### config.mk
export PLATFORM = sky130hd
export DESIGN_NAME = k423_if_stage
export DESIGN_NICKNAME = d
export VERILOG_FILES = /design/src/rtl/k423_if_stage_pkg.sv /design/src/rtl/k423_if_stage.sv
export VERILOG_INCLUDE_DIRS = /design/src /design/src/rtl
export SDC_FILE = /design/constraint.sdc
export NUM_CORES = 1
export LEC_CHECK = 0
export CAP_MARGIN = 20
export CORE_ASPECT_RATIO = 1.25
export CORE_MARGIN = 2
export CORE_UTILIZATION = 55
export CTS_CLUSTER_DIAMETER = 60
export DETAILED_ROUTE_END_ITERATION = 10
export GPL_TIMING_DRIVEN = 0
export PLACE_DENSITY = 0.86
export SKIP_CTS_REPAIR_TIMING = 1
export SLEW_MARGIN = 20
export SYNTH_ARGS = -nofsm -noshare
export SYNTH_HDL_FRONTEND = slang
export SYNTH_SLANG_ARGS = --single-unit
### constraint.sdc
create_clock -name clk_i -period 11.8 [get_ports clk_i]
set_clock_uncertainty 0.15 [all_clocks]
set_input_delay 1.18 -clock clk_i [delete_from_list [all_inputs] [get_ports clk_i]]
set_output_delay 1.18 -clock clk_i [all_outputs]
set_load 0.05 [all_outputs]
### src/rtl/k423_defines.svh
// rtl/k423_defines.svh - core-wide width and reset-address constants
`ifndef K423_DEFINES_SVH
`define K423_DEFINES_SVH

`define CORE_ADDR_W 32
`define CORE_INST_W 32
`define IF_RST_PC   32'h8000_0000

`endif

### src/rtl/k423_if_stage_pkg.sv
// rtl/k423_if_stage_pkg.sv - shared constants and helpers for the k423 fetch stage
//
// Purpose: widths derived from the core defines, the sequential fetch step and
// a word-alignment helper used when loading redirect targets.
`include "k423_defines.svh"

package k423_if_stage_pkg;

  localparam int IF_ADDR_W = `CORE_ADDR_W;
  localparam int IF_INST_W = `CORE_INST_W;

  // Fetch always advances by one 32-bit instruction word.
  localparam logic [IF_ADDR_W-1:0] IF_PC_STEP = IF_ADDR_W'(4);

  // Clear the byte-offset bits so every request is word aligned.
  function automatic logic [IF_ADDR_W-1:0] if_word_align(input logic [IF_ADDR_W-1:0] a);
    return a & ~IF_ADDR_W'(3);
  endfunction

endpackage

### src/rtl/k423_if_stage.sv
// rtl/k423_if_stage.sv - k423 instruction-fetch stage with in-order fetch buffer
//
// Purpose: holds the fetch PC, issues word-aligned requests to instruction
// memory, tracks in-flight and returned instructions in a DEPTH-entry buffer
// (allocate at tail, fill at fill pointer, pop at head) and presents
// {pc, inst} to decode. Redirects from execute flush the buffer; responses
// still owed for flushed requests are counted and discarded on arrival.
//
// Ports:
//   clk_i, rst_i                      clock, synchronous active-high reset
//   imem_req_vld_o/_rdy_i/_addr_o     fetch request handshake and address
//   imem_rsp_vld_i/_inst_i            in-order memory response (no back-pressure)
//   ex_redirect_vld_i/_pc_i           taken branch/jump from execute
//   if_stage_vld_o, id_stage_rdy_i    handshake toward decode
//   if_pc_o, if_inst_o                head instruction and its PC
`include "k423_defines.svh"

module k423_if_stage
  import k423_if_stage_pkg::*;
#(
  parameter logic [`CORE_ADDR_W-1:0] RST_PC = `IF_RST_PC,
  parameter int                      DEPTH  = 2
) (
  input  logic                    clk_i,
  input  logic                    rst_i,
  output logic                    imem_req_vld_o,
  input  logic                    imem_req_rdy_i,
  output logic [`CORE_ADDR_W-1:0] imem_req_addr_o,
  input  logic                    imem_rsp_vld_i,
  input  logic [`CORE_INST_W-1:0] imem_rsp_inst_i,
  input  logic                    ex_redirect_vld_i,
  input  logic [`CORE_ADDR_W-1:0] ex_redirect_pc_i,
  output logic                    if_stage_vld_o,
  input  logic                    id_stage_rdy_i,
  output logic [`CORE_ADDR_W-1:0] if_pc_o,
  output logic [`CORE_INST_W-1:0] if_inst_o
);

  localparam int PTR_W = $clog2(DEPTH);
  localparam int CNT_W = $clog2(DEPTH + 1);
  localparam int OCC_W = CNT_W + 1;

  typedef struct packed {
    logic [`CORE_ADDR_W-1:0] pc;
    logic [`CORE_INST_W-1:0] inst;
    logic                    done;
  } entry_t;

  entry_t                  r_buf [DEPTH];
  logic [`CORE_ADDR_W-1:0] r_pc;
  logic [PTR_W-1:0]        r_head;
  logic [PTR_W-1:0]        r_fill;
  logic [PTR_W-1:0]        r_tail;
  logic [CNT_W-1:0]        r_cnt;
  logic [CNT_W-1:0]        r_unfilled;
  logic [CNT_W-1:0]        r_drop;

  logic [OCC_W-1:0]        w_occ;
  logic                    w_alloc;
  logic                    w_fill;
  logic                    w_discard;
  logic                    w_pop;

  // Flushed-but-owed responses still occupy memory slots, so they count
  // against the buffer capacity until they have drained.
  assign w_occ = {1'b0, r_cnt} + {1'b0, r_drop};

  assign imem_req_vld_o  = ~rst_i & ~ex_redirect_vld_i & (w_occ < OCC_W'(DEPTH));
  assign imem_req_addr_o = r_pc;

  assign if_stage_vld_o  = r_buf[r_head].done & (r_cnt != '0) & ~ex_redirect_vld_i;
  assign if_pc_o         = r_buf[r_head].pc;
  assign if_inst_o       = r_buf[r_head].inst;

  assign w_alloc   = imem_req_vld_o & imem_req_rdy_i;
  assign w_discard = imem_rsp_vld_i & (r_drop != '0);
  assign w_fill    = imem_rsp_vld_i & (r_drop == '0);
  assign w_pop     = if_stage_vld_o & id_stage_rdy_i;

  always_ff @(posedge clk_i) begin
    if (rst_i) begin
      r_pc       <= RST_PC;
      r_head     <= '0;
      r_fill     <= '0;
      r_tail     <= '0;
      r_cnt      <= '0;
      r_unfilled <= '0;
      r_drop     <= '0;
      for (int i = 0; i < DEPTH; i++) begin
        r_buf[i] <= '0;
      end
    end else if (ex_redirect_vld_i) begin
      // Every outstanding request becomes a response to throw away; one of
      // them may be arriving right now and is consumed in this cycle.
      r_pc       <= if_word_align(ex_redirect_pc_i);
      r_head     <= '0;
      r_fill     <= '0;
      r_tail     <= '0;
      r_cnt      <= '0;
      r_unfilled <= '0;
      r_drop     <= r_drop + r_unfilled - CNT_W'(imem_rsp_vld_i);
      for (int i = 0; i < DEPTH; i++) begin
        r_buf[i].done <= 1'b0;
      end
    end else begin
      // Tail and fill never coincide on the same cycle: that would need
      // DEPTH unfilled entries, in which case no request can be issued.
      if (w_alloc) begin
        r_buf[r_tail].pc   <= r_pc;
        r_buf[r_tail].done <= 1'b0;
        r_tail             <= r_tail + PTR_W'(1);
        r_pc               <= r_pc + IF_PC_STEP;
      end
      if (w_fill) begin
        r_buf[r_fill].inst <= imem_rsp_inst_i;
        r_buf[r_fill].done <= 1'b1;
        r_fill             <= r_fill + PTR_W'(1);
      end
      if (w_pop) begin
        r_head <= r_head + PTR_W'(1);
      end
      if (w_discard) begin
        r_drop <= r_drop - CNT_W'(1);
      end
      r_cnt      <= r_cnt + CNT_W'(w_alloc) - CNT_W'(w_pop);
      r_unfilled <= r_unfilled + CNT_W'(w_alloc) - CNT_W'(w_fill);
    end
  end

endmodule

Word-level counts from Yosys, hierarchy flattened
Memories as Yosys holds them, arrays and structs flattened. A register that Yosys moved wholly into a read port is not among the register bits.
Index checks and enable logic that the tools add are counted.
- register bits: 41
- bits in writable memories: 130
- output and inout bits: 98
- logic and storage cells: 69
- memories kept: 1
- memory list (name ; words ; width ; read ports ; clocked after Yosys merged registers in ; write ports ; line ; text):
    r_buf ; 2 ; 65 ; 1 ; 1 ; 2 ; k423_if_stage.sv:49 ; entry_t r_buf [DEPTH];
- add/subtract/negate cells: 12
- order comparisons: 1
- mux-type cells: 27
- bitwise operators: 12
- reduce and logical (&&, ||, !) cells: 8
- operators with widths (kind ; number):
    $mux W65 ; 2
    $reduce_or A65 Y1 ; 2
    $mux W32 ; 2
    $add A32 B3 Y32 const B ; 1
    $mux W1 ; 19
    $and A1 B1 Y1 ; 8
    $reduce_bool A2 Y1 ; 4
    $mux W3 ; 2
    $sub A2 B1 Y2 ; 3
    $add A2 B1 Y2 ; 2
    $mux W2 ; 2
    $add A1 B1 Y1 const B ; 3
    $add A2 B2 Y3 ; 1
    $lt A3 B2 Y1 const B ; 1
    $add A2 B2 Y2 ; 1
    $logic_not A2 Y1 ; 1
    $not A1 Y1 ; 2
    $or A1 B1 Y1 ; 2
    $reduce_or A2 Y1 ; 1
    $sub A2 B1 Y2 const B ; 1

Logic depth before layout (Yosys ltp)
- depth in word-level cells: 10
- depth in mapped cells: 10
- gate-level depth less buffers: 10

Worst setup path after synthesis
No wires, ideal clock.
- path type: input-to-reg
- start: input port rst_i
- end: memory r_buf[0][35] (netlist name) (enable)
- data arrival time: 3.818 ns
- required time: 11.191 ns
- setup slack: 7.373 ns
- stages on the path: 4
- path buffers: 1
- cells stage by stage: buf_6 nor2_2 nand2_2 o21ai_0
- RTL lines (what ; line ; text):
    start: declaration ; k423_if_stage.sv:25 ; input logic rst_i,
    end: declaration ; k423_if_stage.sv:49 ;

Final worst setup path
- start: input port ex_redirect_vld_i
- end: output port imem_req_vld_o
- longest elaborated chain between the ends: 3
- RTL lines (what ; line ; text):
    start: declaration ; k423_if_stage.sv:31 ; input logic ex_redirect_vld_i,
    $not A1 Y1 ; k423_if_stage.sv:68 ; assign imem_req_vld_o = ~rst_i & ~ex_redirect_vld_i & (w_occ < OCC_W'(DEPTH));
    $and A1 B1 Y1 (2 in series) ; k423_if_stage.sv:68 ;
    end: declaration ; k423_if_stage.sv:26 ; output logic imem_req_vld_o,
No other way between the ends.

==> report_table.html <==
<table>
<tr><th>Metric</th><th>Value</th></tr>
<tr><th colspan="2">Timing</th></tr>
<tr><td>Setup TNS Final</td><td>0 ns</td></tr>
<tr><td>Worst slack on hold paths</td><td>0.336 ns</td></tr>
<tr><td>Maximum clock rate</td><td>214 MHz</td></tr>
<tr><td>Minimum clock period after layout</td><td>4.67 ns</td></tr>
<tr><td>Tightest slew margin relative to the limit</td><td>0.302</td></tr>
<tr><td>Share of the clock period used by the worst path after layout</td><td>0.396</td></tr>
<tr><td>Setup WS post-layout</td><td>7.13 ns</td></tr>
<tr><td>Transition time at the pin with the least slew margin</td><td>1.04 ns</td></tr>
<tr><td>Count of endpoints failing hold in the final timing report</td><td>0</td></tr>
<tr><td>Setup repair after global routing missed its margin</td><td>no</td></tr>
<tr><td>Final Slew Violations</td><td>0</td></tr>
<tr><td>Final setup fails</td><td>0</td></tr>
<tr><th colspan="2">Worst setup path</th></tr>
<tr><td>Type of element capturing the critical path</td><td>output port</td></tr>
<tr><td>Signal arrival time at the worst endpoint</td><td>3.34 ns</td></tr>
<tr><td>Data required, critical path</td><td>10.47 ns</td></tr>
<tr><td>Highest fanout seen on the critical path</td><td>8</td></tr>
<tr><td>Type of origin of the critical path</td><td>input port</td></tr>
<tr><td>Classification of the worst setup path</td><td>in2out</td></tr>
<tr><th colspan="2">Clock network</th></tr>
<tr><td>Total CTS buffers</td><td>17</td></tr>
<tr><td>Clock Path Buffers</td><td>2</td></tr>
<tr><td>Number of sinks on the clock net</td><td>166</td></tr>
<tr><td>Clock latency on the worst-skew pair</td><td>0.43 ns</td></tr>
<tr><td>TritonCTS clock tree</td><td>built</td></tr>
<tr><td># H-tree levels</td><td>4</td></tr>
<tr><td>Root buffer selected by CTS</td><td>sky130_fd_sc_hd__clkbuf_16</td></tr>
<tr><td>Register clock-pin slew on the reported worst setup and hold paths</td><td>0.06 ns</td></tr>
<tr><th colspan="2">Die</th></tr>
<tr><td>Chip Height</td><td>137 um</td></tr>
<tr><td>Number of top-level pins</td><td>168</td></tr>
<tr><td>Core Area</td><td>13800 um2</td></tr>
<tr><td>Initial standard-cell utilization of the core</td><td>0.562</td></tr>
<tr><td>Die Area</td><td>15000 um2</td></tr>
<tr><td>X dimension of the die</td><td>110 um</td></tr>
<tr><td>Count of standard-cell rows</td><td>48</td></tr>
<tr><th colspan="2">Global route</th></tr>
<tr><td>Combined global-route utilization of all metal layers</td><td>0.265</td></tr>
<tr><td>Antenna violations before repair</td><td>0</td></tr>
<tr><td>Pin count of the biggest net entering global routing</td><td>33</td></tr>
<tr><td>Number of global-route vias before repair</td><td>5639</td></tr>
<tr><td>Global-route wire length before repair</td><td>29700 um</td></tr>
<tr><td>Global-route congestion overflow total</td><td>0</td></tr>
<tr><th colspan="2">Synth</th></tr>
<tr><td>Flip-flop cell with the highest count after synthesis</td><td>sky130_fd_sc_hd__edfxtp_1</td></tr>
<tr><td>Cells taking the most area after synthesis</td><td>sky130_fd_sc_hd__edfxtp_1, sky130_fd_sc_hd__dfxtp_1, sky130_fd_sc_hd__and2_1</td></tr>
<tr><td>Avg Synthesized Cell Area</td><td>12.3 um2</td></tr>
<tr><td>Fraction of synthesis flops using an asynchronous set or reset pin</td><td>0</td></tr>
<tr><td>Number of enable flip-flop cells after synthesis</td><td>124</td></tr>
<tr><td>Leading cell types by count after synthesis</td><td>sky130_fd_sc_hd__and2_1, sky130_fd_sc_hd__edfxtp_1, sky130_fd_sc_hd__mux2_2</td></tr>
<tr><td>Summed instance area of the synthesized netlist</td><td>7730 um2</td></tr>
<tr><td>Count of cell types in the netlist</td><td>49</td></tr>
<tr><td>Share of the yosys chip area belonging to registers</td><td>0.590</td></tr>
<tr><td>Synth area leader</td><td>sky130_fd_sc_hd__edfxtp_1</td></tr>
<tr><td>Most repeated cell in the gate-level netlist after synthesis</td><td>sky130_fd_sc_hd__and2_1</td></tr>
<tr><td>Number of synthesis warnings</td><td>0</td></tr>
<tr><td>Post-synthesis cell count</td><td>629</td></tr>
<tr><td>Synthesis-stage register bit count</td><td>166</td></tr>
<tr><td>Share of the synthesized area in the top cell type</td><td>0.481</td></tr>
<tr><th colspan="2">Drt</th></tr>
<tr><td>Via count normalized by instance count</td><td>5.58</td></tr>
<tr><td>Final ANT Viol Nets</td><td>0</td></tr>
<tr><td>Final Routed Wirelength</td><td>19500 um</td></tr>
<tr><td>Post-route DRC violation count</td><td>0</td></tr>
<tr><td>Wire per inst</td><td>19.5 um</td></tr>
<tr><td>Via total after detailed routing</td><td>5582</td></tr>
<tr><td>First DRT Iteration DRCs</td><td>391</td></tr>
<tr><td>First drt pass iteration count</td><td>5</td></tr>
<tr><th colspan="2">Pwr</th></tr>
<tr><td>Leakage power</td><td>3.77 nW</td></tr>
<tr><td>Power per cell area</td><td>148 nW/um2</td></tr>
<tr><td>Pwr Total</td><td>1.51 mW</td></tr>
<tr><td>Peak supply drop</td><td>104 uV</td></tr>
<tr><th colspan="2">Finish</th></tr>
<tr><td>Antenna diode instance count</td><td>0</td></tr>
<tr><td>Final layout net count</td><td>891</td></tr>
<tr><td>Synth-to-layout area growth</td><td>32.4%</td></tr>
<tr><td>Fraction of layout instances using a drive strength above 1</td><td>0.147</td></tr>
<tr><td>Fill cells</td><td>883</td></tr>
<tr><th colspan="2">Run</th></tr>
<tr><td>Reported max-cap violation count</td><td>0</td></tr>
<tr><th colspan="2">Run status</th></tr>
<tr><td>Outcome</td><td>finished clean</td></tr>
<tr><th colspan="2">Placement</th></tr>
<tr><td>Quantity of I/O buffers inserted on ports</td><td>160</td></tr>
<tr><td>Post-Place Worst Slack</td><td>7.22 ns</td></tr>
<tr><td>HPWL after detailed placement</td><td>13800 um</td></tr>
<tr><td>Placer's final routability congestion estimate</td><td>0.894</td></tr>
<tr><th colspan="2">Min path</th></tr>
<tr><td>Worst min path class</td><td>reg2reg</td></tr>
</table>
## worst paths after layout
kind,startpoint,end,slack [ns],depth (start not counted)
setup / recovery,ex_redirect_vld_i,imem_req_vld_o,7.13,5
hold / removal,r_buf[1][0]$_SDFFE_PP1P_,r_buf[1][0]$_SDFFE_PP1P_,0.34,2
setup reg to reg,r_cnt[0]$_SDFF_PP0_,r_cnt[1]$_SDFF_PP0_,8.85,10
hold reg to reg,r_buf[1][0]$_SDFFE_PP1P_,r_buf[1][0]$_SDFFE_PP1P_,0.34,2
## metrics by stage
stage	cell area, um2	cells	utilization
5_1_grt	10200	1000	0.744
3_3_place_gp	9570	967	0.696
6_report	10200	1000	0.744
2_1_floorplan	7740	632	-
4_1_cts	10200	1000	0.744
3_5_place_dp	9600	968	0.698
## state kept, by name, indices dropped and copies added, names as in the netlist, named ones only
signal           flops
r_head               1
r_buf              126
r_unfilled           2
r_drop               2
imem_req_addr_o     30
r_fill               1
r_tail               1
r_cnt                2
## critical path: stages
cell and delay (ns):
sky130_fd_sc_hd__clkdlybuf4s50_1 0.56, sky130_fd_sc_hd__clkinv_1 0.21, sky130_fd_sc_hd__nand2_1 0.23, sky130_fd_sc_hd__nor3_1 0.29, sky130_fd_sc_hd__clkdlybuf4s50_1 0.86
## layout make-up
class | instances | area (um2) | share of cell area
buffer | 39 | 184 | 0.0180
clock buffer | 17 | 425 | 0.0416
clock inverter | 15 | 208 | 0.0203
inverter | 9 | 33.8 | 0.00330
multi-input combinational | 418 | 2970 | 0.291
sequential | 166 | 4560 | 0.446
tap | 175 | 219 | 0.0214
timing repair buffer | 161 | 1630 | 0.159
## power breakdown
part	switching, mW	internal, mW	leakage [nW]
clock network	0.256	0.327	0.308
logic	0.150	0.0935	1.83
registers	0.0244	0.662	1.63
## cell usage in the layout, fill, tap and decap left out, types with 17 or more instances in the layout
cell type / Yosys / layout
sky130_fd_sc_hd__clkdlybuf4s50_1: 0 / 160
sky130_fd_sc_hd__and2_1: 129 / 129
sky130_fd_sc_hd__edfxtp_1: 124 / 124
sky130_fd_sc_hd__mux2_2: 62 / 62
sky130_fd_sc_hd__dfxtp_1: 42 / 42
sky130_fd_sc_hd__nand2_1: 36 / 36
sky130_fd_sc_hd__clkbuf_1: 29 / 29
sky130_fd_sc_hd__nor2_1: 29 / 29
sky130_fd_sc_hd__xnor2_1: 25 / 25
sky130_fd_sc_hd__clkbuf_16: 0 / 17
## per-layer routing
layer  vias to the layer above  track usage  wire, um
met2                       228        0.475     10300
met3                        32       0.0467      1290
met4                         0       0.0879       396
met5                         -            0         0
li1                       2601            -         -
met1                      2721        0.318      7480
## kinds of logic (layout without fill, tap and decap cells)
logic type / count (synthesis) / after routing / synth area share
AO/OA/AOI/OAI: 45 / 45 / 0.0385
flip-flops: 166 / 166 / 0.590
XOR/XNOR: 33 / 33 / 0.0374
other: 1 / 4 / 0.000485
adder cells (fa/ha/maj): 9 / 9 / 0.0155
buffers and inverters: 48 / 241 / 0.0281
multiplexers: 64 / 64 / 0.0929
AND/OR/NAND/NOR: 263 / 263 / 0.197
Power figures use the tool's default switching activity.
==> edit: new RTL, same settings <==
Reset style: asynchronous (`rst_i`), changed in one clocked block. Comments in the files are not updated.
--- a/src/rtl/k423_if_stage.sv
+++ b/src/rtl/k423_if_stage.sv
@@ -78,5 +78,5 @@
   assign w_pop     = if_stage_vld_o & id_stage_rdy_i;
 
-  always_ff @(posedge clk_i) begin
+  always_ff @(posedge clk_i or posedge rst_i) begin
     if (rst_i) begin
       r_pc       <= RST_PC;
Formal check against the unedited RTL: differs if rst_i is asserted again (counterexample within 4 cycles, from zero or initial values and one cycle with rst_i high); with rst_i held inactive, the same outputs for 4 cycles.
==> edit against the unedited design <==
  * Critical path depth down 2
  * Wire length up 4.0%
  * Design area up 0.43%
  * Synthesized area up 1.1%
  * Setup slack better by 140 ps
  * Sequential cell count down 1
  * Largest cell class unchanged
Power is not compared: it rests on default switching activity, and its combinational part moved more than twofold at a synthesized area within 25%.
==> edit: results (changes against the unedited design) <==
metric,value,unit,change
Non-clk bufs,201,,+0.50%
DRT iter0 DRCs,385,,-1.5%
DR top layer,met4,,
met2 WL post-DR,10.4,mm,+0.82%
met1 GRT Util,32.2,%,+0.33 points
Post-synth ARST share,100,%,+100 points
GR Util met2,47.6,%,+0.10 points
drt pass-1 iters,5,,unchanged
Data buffer area share,17.9,%,+0.16 points
first-pass GRT wire length,32.5,mm,+9.5%
Worst-Margin Slew,744,ps,-294 ps
Avg WL per Cell,20.3,µm,+4.1%
post-synthesis mux area share,26.1,%,+17 points
compound-gate portion of the synthesized area,5.90,%,+2.1 points
synth cell count leaders,"mux2_2, dfrtp_1, nand2_1",,
outcome,finished clean,,
Inserted Clock Buffers,17,,unchanged
Nets,890,,-0.11%
vias per cell,5.93,,+6.2%
Total GRT Usage,27.3,%,+0.84 points
share of layout cells above drive strength 1,28.6,%,+14 points
inverters,15,,+6
sequential-to-total area share from yosys stat,52.8,%,-6.2 points
Synth Area in XOR/XNOR,1.01,%,-2.7 points
hpwl dp,14.1,mm,+2.1%
FILL cells,903,,+2.3%
"wirelength, routed",20.3,mm,+4.0%
fraction of area in registers,40.2,%,-4.4 points
Placed Cells,967,,-0.10%
Met3 Wirelength,1.65,mm,+28%
clk cell area share,5.70,%,-0.49 points
ANT cells,0,,unchanged
post-synth cell types,56,,+14%
placed cell area,0.00970,mm²,+0.95%
largest net degree at the start of global routing,115,,+250%
CORE AREA,0.0139,mm²,+0.87%
Sink Count,165,,-0.60%
synth top area cells,"dfrtp_1, mux2_2, nand2_1, o21ai_0, ha_1",,
Final Cell Area,0.0103,mm²,+0.43%
crit-path max FO,3,,-5
multi-input gates,411,,-1.7%
Synth Area in Adders,1.54,%,-0.017 points
"Largest stage delay, worst path",960,ps,+100 ps
routed length on met1,7.62,mm,+1.9%
largest family of logic cells by synthesized area,multiplexers,,
gp weighted congestion,0.918,,+2.7%
M3 GR Usage,7.08,%,+2.4 points
IO buf count,161,,+0.63%
post-synthesis cell count,627,,-0.32%
clk_buf instances,23,,+6
"worst slack, placed",7290,ps,+69.5 ps
fraction of area in multi-input gates,33.5,%,+4.5 points
initial antenna violation count,0,,unchanged
vias in the first global route,6265,,+11%
## edit: power by group through the flow
stage,Clock (mW),Combinational [mW],Sequential (mW)
floorplan,0,0.763,0.891
global placement,0,1.10,0.866
global route,0.587,1.18,0.905
CTS,0.562,1.13,0.879
finish,0.554,1.13,0.882
detailed placement,0,1.12,0.888
## edit: worst paths after layout
path	startpoint	end	slack, ps	cells after the start
max	rst_i	imem_req_vld_o	7260	3
min	r_buf[39]$_DFFE_PP0P_	r_buf[39]$_DFFE_PP0P_	330	2
max reg2reg	r_drop[0]$_DFFE_PP0P_	r_unfilled[0]$_DFF_PP0_	8470	11
min reg2reg	r_buf[39]$_DFFE_PP0P_	r_buf[39]$_DFFE_PP0P_	330	2
max in group asynchronous	rst_i	r_buf[120]$_DFFE_PP0P_	9540	3
min in group asynchronous	rst_i	r_buf[17]$_DFFE_PP0P_	1090	2
